<file path="config.mk">
export PLATFORM = sky130hd
export DESIGN_NAME = mux8_rr_arbiter_flat
export DESIGN_NICKNAME = d
export VERILOG_FILES = /design/src/rtl/mux8_rr_arbiter_if.sv /design/src/rtl/mux8_rr_arbiter.sv /design/src/flat_wrapper.sv
export SDC_FILE = /design/constraint.sdc
export NUM_CORES = 1
export LEC_CHECK = 0
export ABC_AREA = 1
export CORE_UTILIZATION = 52
export DETAILED_ROUTE_END_ITERATION = 8
export PLACE_DENSITY = 0.79
export SYNTH_ARGS = -nofsm -noshare
export SYNTH_HDL_FRONTEND = slang
export SYNTH_SLANG_ARGS = --single-unit
</file>
<file path="constraint.sdc">
create_clock -name clk -period 3.2 [get_ports clk]
set_input_delay 0.64 -clock clk [delete_from_list [all_inputs] [get_ports clk]]
set_output_delay 0.64 -clock clk [all_outputs]
set_load 0.01 [all_outputs]
</file>
<file path="src/rtl/mux8_rr_arbiter_if.sv">
// mux8_rr_arbiter_if: bundles the request, grant and handshake signals shared by the requesters, the arbiter and the mux/consumer pair
interface mux8_rr_arbiter_if;
    logic [7:0] req;
    logic [7:0] lock;
    logic       out_ready;
    logic [7:0] gnt;
    logic [2:0] sel;
    logic       out_valid;
    modport master (input req, lock, out_ready, output gnt, sel, out_valid);
    modport slave  (output req, lock, out_ready, input gnt, sel, out_valid);
endinterface

</file>
<file path="src/rtl/mux8_rr_arbiter.sv">
// mux8_rr_arbiter: round-robin arbiter driving the 8:1 mux select and holding it until the consumer accepts the transfer.
// Define MUX8_RR_ARB_LOCK_EN to let a locked requester keep up to HOLD_MAX back-to-back transfers.
module mux8_rr_arbiter #(
    parameter int HOLD_MAX = 4
) (
    input logic               clk,
    input logic               rst_n,
    mux8_rr_arbiter_if.master bus
);
    typedef enum logic {IDLE, GRANT} state_t;
    state_t     state, state_n;
    logic [7:0] gnt_n;
    logic [2:0] sel_n, ptr, ptr_n, scan, win;
    logic       valid_n, xfer, found, keep;
`ifdef MUX8_RR_ARB_LOCK_EN
    logic [3:0] hold_cnt, hold_n;
`endif
    always_comb begin
        xfer = state == GRANT && bus.out_ready;
        // On a transfer the scan starts just past the served requester, so it is scanned last
        scan = xfer ? bus.sel + 3'd1 : ptr;
        found = 1'b0;
        win = scan;
        for (int k = 7; k >= 0; k--) begin
            if (bus.req[scan + 3'(k)]) begin
                found = 1'b1;
                win = scan + 3'(k);
            end
        end
`ifdef MUX8_RR_ARB_LOCK_EN
        keep = xfer && bus.lock[bus.sel] && bus.req[bus.sel] && int'(hold_cnt) < HOLD_MAX - 1;
        hold_n = keep ? hold_cnt + 4'd1 : (xfer || !bus.req[bus.sel]) ? 4'd0 : hold_cnt;
`else
        keep = 1'b0;
`endif
        state_n = state;
        gnt_n = bus.gnt;
        sel_n = bus.sel;
        valid_n = bus.out_valid;
        ptr_n = (xfer && !keep) ? bus.sel + 3'd1 : ptr;
        if ((state == IDLE || xfer) && !keep) begin
            state_n = found ? GRANT : IDLE;
            sel_n = found ? win : bus.sel;
            gnt_n = found ? 8'd1 << win : 8'd0;
            valid_n = found;
        end else if (state == GRANT && !bus.out_ready && !bus.req[bus.sel]) begin
            state_n = IDLE;
            gnt_n = 8'd0;
            valid_n = 1'b0;
        end
    end
    always_ff @(posedge clk or negedge rst_n) begin
        if (!rst_n) begin
            state <= IDLE;
            bus.gnt <= 8'd0;
            bus.sel <= 3'd0;
            bus.out_valid <= 1'b0;
            ptr <= 3'd0;
`ifdef MUX8_RR_ARB_LOCK_EN
            hold_cnt <= 4'd0;
`endif
        end else begin
            state <= state_n;
            bus.gnt <= gnt_n;
            bus.sel <= sel_n;
            bus.out_valid <= valid_n;
            ptr <= ptr_n;
`ifdef MUX8_RR_ARB_LOCK_EN
            hold_cnt <= hold_n;
`endif
        end
    end
endmodule
</file>
<file path="src/flat_wrapper.sv">
// flat-port wrapper written by rule: the top's interface ports become plain ports
module mux8_rr_arbiter_flat 
#(
    parameter int HOLD_MAX = 4
)
  (clk, rst_n, bus_req, bus_lock, bus_out_ready, bus_gnt, bus_sel, bus_out_valid);
  mux8_rr_arbiter_if bus_i ();
  input logic clk;
  input logic rst_n;
  input wire logic [$bits(bus_i.req)-1:0] bus_req;
  input wire logic [$bits(bus_i.lock)-1:0] bus_lock;
  input wire logic [$bits(bus_i.out_ready)-1:0] bus_out_ready;
  output wire logic [$bits(bus_i.gnt)-1:0] bus_gnt;
  output wire logic [$bits(bus_i.sel)-1:0] bus_sel;
  output wire logic [$bits(bus_i.out_valid)-1:0] bus_out_valid;
  assign bus_i.req = bus_req;
  assign bus_i.lock = bus_lock;
  assign bus_i.out_ready = bus_out_ready;
  assign bus_gnt = bus_i.gnt;
  assign bus_sel = bus_i.sel;
  assign bus_out_valid = bus_i.out_valid;
  mux8_rr_arbiter #(.HOLD_MAX(HOLD_MAX)) u_core (.clk(clk), .rst_n(rst_n), .bus(bus_i));
endmodule
</file>
==> metrics.txt <==
clock transition at the registers of the reported paths=about 90 ps; Initial Util=57.0%; die area=3350 um2; Req. time, crit path=around 3400 ps; Ys Warns=0; Setup TNS Final=0 ps; DRT Pass-1 Iters=4; Die Y=57.9 um; Least-Margin Pin Slew=632 ps; vias in the first global route=1502; DRC violations left=0; Post-Syn Area=1630 um2; setup violators final=0; Post-synth ARST share=100%; footprint of the multi-input gates=1090 um2; Netlist cell types=26; Worst path max stage delay=510 ps; PortBufs=22; Final #Nets=308; crit path kind=in -> reg; Synth area leader=dfrtp_1; Syn Nets=275; fmax=347 MHz; Reg area=375 um2; fin. max-slew vios=0; Post-DRT Antenna Nets=0; Primary FF master, synth=dfrtp_1; CTS sink count=15; Final Hold Violating Endpoints=0; Post-CTS Setup Bufs=0; Post-Route WL=3.60 mm; outcome=finished, final reports clean; drt wl/cell=11.3 um; clock buffer count from CTS=3; worst-case clock buffer depth=2; CP arrival=3050 ps; cts repair resizes=0; htree depth=1; CP Cell Sequence=clkdlybuf4s50_1, buf_4, nand3_2, nand2_4, nand2_2, nand2_1, nand2_1, nand2_1, nand2_1, nor4_2, nand3_1, o21ai_2, nor2_2, nand2_2, o21ai_1; RSZ-0062 raised after global routing=no; Yosys reg bits=15; die width=57.9 um; post-synthesis cell count=~250; most used cell, CP=nand2_1; Critical Path Start Type=input pin; Synth area leaders=dfrtp_1, nand2_1, nand2_2; core area=2850 um2; Post-synth EDFFs=0; diode count=0; CP Capture Type=register; Avg Cell Area, Syn=6.40 um2; Vias per Instance=5.16; Global Route Usage Sum=23.8%; CP max FO=12; Seq/Total Area, Yosys=23.1%; IO Count=31; FILL cells=260; total number of vias=1635; Crit-path slowest cell=clkdlybuf4s50_1; # rows=19; CTS root buf=clkbuf_4; first-pass GRT wire length=6.31 mm; Yosys top cell area share=~23%; hold crit path type=reg -> reg; Layout Skew=4.23 ps; initial antenna violation count=0; largest net degree at the start of global routing=16; # hold bufs at CTS=0; ratio of cells with drive above 1 in the final layout=a little under a quarter; DP Wirelength=2.94 mm; Layout Area Growth over Synthesis=19.3%; aggregate global routing overflow=0; final critical-path share of the clock period=90.1%; CTS tree=built; post-layout util=68.0%; Starting DRT DRC Count=87; Slew headroom=57.7%; gpl congestion=0.910; Worst-Skew Late Latency=270 ps; flop2flop setup slack=approximately 500 ps; Max-cap violations=0; post-route minimum period=2880 ps
-- state kept, by name (all words and copies together), names as in the netlist --
register	count
u_core.bus.gnt	8
u_core.bus.sel	3
u_core.ptr	3
u_core.state	1
-- area by class of cell --
cell class	instances	share of cell area, %
clock buffers	4	1.35
inverters	33	6.39
multi-input cells	204	56.5
flip-flops and latches	15	19.4
well taps	31	2.00
repair buffers	30	14.5
-- placed cells by master, fill, tap and decap left out, types with 5 or more instances in the layout --
cell,netlist,layout
nand3_1,22,22
nand2_1,98,98
inv_2,5,5
o21ai_0,5,5
o21ai_1,6,6
nand2_2,27,27
buf_4,0,8
a21oi_1,12,12
inv_1,27,27
dfrtp_1,15,15
clkdlybuf4s50_1,0,22
nand2_4,14,14
-- logic make-up (layout without fill, tap and decap cells) --
group / after synthesis / count (layout) / share of synthesized area [%]
XOR/XNOR: 2 / 2 / 1.08
buffers and inverters: 35 / 67 / 9.55
AND/OR/NAND/NOR: 173 / 173 / 55.2
flip-flops: 15 / 15 / 23.1
AO/OA/AOI/OAI: 27 / 27 / 9.55
adder cells (fa/ha/maj): 2 / 2 / 1.54
-- cells in the mapped netlist, drive strengths merged (2+ instances only) --
cell,count
nand3b,2
nor2,3
inv,32
a21oi,13
nand2,139
buf,2
nand3,26
ha,2
dfrtp,15
o21ai,13
-- path summary, 6_finish.rpt --
kind	start	depth (start not counted)	endpoint
setup / recovery	bus_out_ready	15	u_core.bus.gnt[4]$_DFFE_PN0P_
hold / removal	u_core.bus.gnt[2]$_DFFE_PN0P_	2	u_core.bus.gnt[2]$_DFFE_PN0P_
setup reg to reg	u_core.bus.sel[0]$_DFFE_PN0P_	15	u_core.bus.gnt[4]$_DFFE_PN0P_
hold reg to reg	u_core.bus.gnt[2]$_DFFE_PN0P_	2	u_core.bus.gnt[2]$_DFFE_PN0P_
max in group asynchronous	rst_n	1	u_core.bus.sel[1]$_DFFE_PN0P_
min in group asynchronous	rst_n	1	u_core.bus.gnt[4]$_DFFE_PN0P_
-- stage by stage --
stage          hold slack (ps)  std cells  setup WS [ps]  area, um2
2_1_floorplan              344        254            588       1630
3_3_place_gp               468        313           73.4       1910
3_5_place_dp               465        313           36.5       1910
4_1_cts                    497        317            324       1940
5_1_grt                    532        317           81.9       1940
6_report                   490        317            317       1940
-- critical path, delay by kind of cell --
family	cells	cell delay, ps
AO/OA/AOI/OAI	2	290
buffers and inverters	2	670
AND/OR/NAND/NOR	11	1430
-- layer usage --
layer | up-vias | GRT usage, % | share of wire [%]
li1 | 857 | - | -
met1 | 738 | 33.2 | 48
met2 | 36 | 40.4 | 48
met3 | 4 | 0.670 | 3.7
met4 | 0 | 7.14 | 0.64
met5 | - | 0 | 0
Power is left out: the tool's default activity adds up to more than one toggle a clock period on the data nets, which glitch-free logic cannot reach.
==> RTL edit: new RTL, config.mk and constraints unchanged <==
Build with the macro `MUX8_RR_ARB_LOCK_EN` defined.
--- a/src/rtl/mux8_rr_arbiter.sv
+++ b/src/rtl/mux8_rr_arbiter.sv
@@ -1,4 +1,6 @@
 // mux8_rr_arbiter: round-robin arbiter driving the 8:1 mux select and holding it until the consumer accepts the transfer.
 // Define MUX8_RR_ARB_LOCK_EN to let a locked requester keep up to HOLD_MAX back-to-back transfers.
+`define MUX8_RR_ARB_LOCK_EN
+
 module mux8_rr_arbiter #(
     parameter int HOLD_MAX = 4
Function: changed (a bounded check fails within 4 cycles, from zero or initial values and one cycle with rst_n low).
==> RTL edit against the original RTL <==
Sequential cell count grew 4; maximum frequency grew 4.4%; non-clock buffer count increased by 14; setup slack better by 0.12 ns; cell count is 30% higher; first-iteration DRC count up 120%; area after synthesis is 20% higher; register-to-register slack got worse by 0.05 ns; core utilization grew 2.0 points; wire length rose by 42%; via count grew 33%; final area is 25% higher; critical path type is now flop to flop; critical endpoint is now u_core.bus.gnt[1].
Power is not shown: default switching activity piles up to over one toggle a cycle in this logic, so the estimate is an artifact.
==> RTL edit: results <==
final_layout:
  fillers: 323
  nNetsFinal: 391
  final_core_util_pct: 69.9
  drive_gt1_share_pct: 14.4
  reg_top3: "u_core.bus.gnt x8, u_core.hold_cnt x4"
  n_antenna_cell: 0
clock_network:
  clock_path_buffers: 2
  cts.reportedPaths.clkPinSlew_ns: 0.07
  cts_buffers: 3
  post-cts-setup-buffers: 0
  htree_levels: 1
  cts_root_buf: "clkbuf_8"
  clk_latency_ns: 0.25
synthesis:
  synth_common_cells: "nand2_1, nand3_1, inv_1"
  ys.flop_type: "dfrtp_1"
  synth-edff-count: 0
  synthAdderAreaFrac_pct: 2.56
  seq_area_frac_synth_pct: 24.4
  synth.area.top_cells: "nand2_1, dfrtp_1, nand3_1, inv_1, nand2_2"
  synth_mux_area_share_pct: 0
  synth_compound_area_share_pct: 9.04
  synthXorXnorAreaFrac_pct: 0
  ys_types: 28
  async_flop_share_pct: 100
  syn_nets: 346
setup_path:
  cp.arrival_ns: 2.96
  slowest_delay_ns: 0.47
  worstPathMaxFanout: 7
  slowest_stage: "dfrtp_1"
  rrSetupSlack_ns: 0.44
  path_delay_family: "simple AND/OR/NAND/NOR gates"
timing:
  worst_clock_skew_ns: 0.00299
  worst_slew_pin_slew_ns: 0.817
  hold_viol: 0
outcome:
  status: "finished, final reports clean"
grt:
  grt_max_degree: 20
  antenna_found_initial: 0
  grt_pass1_wl_um: 9030
  grt_pass1_vias: 2113
  grtUsageTotal_pct: 28.3
place:
  gp_congestion: 0.937
  io_buffers: 30
  dp_hpwl_um: 4050
routing:
  routed_wl_um: 5100
  drtIter0Drc: 192
  vias: 2167
hold_path:
  hold_path_class: "flop to flop"
==> RTL edit: changes by cell type after synthesis, moves of 3 or more <==
| cell | before | now |
|---|---|---|
| nand2_4 | 14 | 6 |
| o21ai_0 | 5 | 16 |
| o21ai_1 | 6 | 2 |
| inv_1 | 27 | 39 |
| nand2_1 | 98 | 130 |
| nand4_1 | 0 | 6 |
| nand3_1 | 22 | 43 |
| nor2_1 | 2 | 11 |
| dfrtp_1 | 15 | 19 |
| nand2_2 | 27 | 14 |
| a21oi_1 | 12 | 9 |
==> RTL edit: tightest hold or removal path: stages, from the launching register on <==
cell	delay (ns)
dfrtp_1	0.34
nand2_1	0.05
nand2_1	0.05
==> RTL edit: final timing paths <==
kind / start / to / depth (start not counted)
max reg2reg: u_core.bus.sel[1] / u_core.bus.gnt[1] / 20
max in group asynchronous: rst_n / u_core.hold_cnt[3] / 1
max: u_core.bus.sel[1] / u_core.bus.gnt[1] / 20
min: u_core.bus.gnt[1] / u_core.bus.gnt[1] / 2
min in group asynchronous: rst_n / u_core.ptr[0] / 1
min reg2reg: u_core.bus.gnt[1] / u_core.bus.gnt[1] / 2
==> RTL edit: cell families after synthesis <==
| family | Yosys count |
|---|---|
| AOI/OAI and AO/OA | 32 |
| and+or+nand+nor | 219 |
| DFF | 19 |
| buffers and inverters | 49 |
| adders and majority gates | 4 |
==> RTL edit: through the flow <==
stage / cell area (um2) / hold slack [ns] / instances / setup WS (ns)
after global placement: 2380 / 0.464 / 409 / -0.0446
after global routing: 2430 / 0.515 / 413 / 0.185
after floorplan: 1950 / 0.344 / 323 / 0.564
after detailed placement: 2380 / 0.465 / 409 / -0.0582
after CTS: 2420 / 0.488 / 413 / 0.179
final: 2430 / 0.482 / 413 / 0.439
==> RTL edit: layer usage <==
layer	GRT usage, %	share of wire, %	vias up
met4	15.3	2.8	0
met2	47.2	47	58
met1	36.4	47	976
met3	1.63	3.1	12
met5	0	0	-
li1	-	-	1121
==> RTL edit: cell type report <==
cell class / count / area, um2 / area share (%)
inverter: 45 / 174 / 7.17
sequential: 19 / 475 / 19.6
tap: 46 / 57.6 / 2.37
timing repair buffer: 44 / 408 / 16.8
clock inverter: 1 / 5.00 / 0.206
multi-input combinational: 255 / 1260 / 52.1
clock buffer: 3 / 41.3 / 1.70
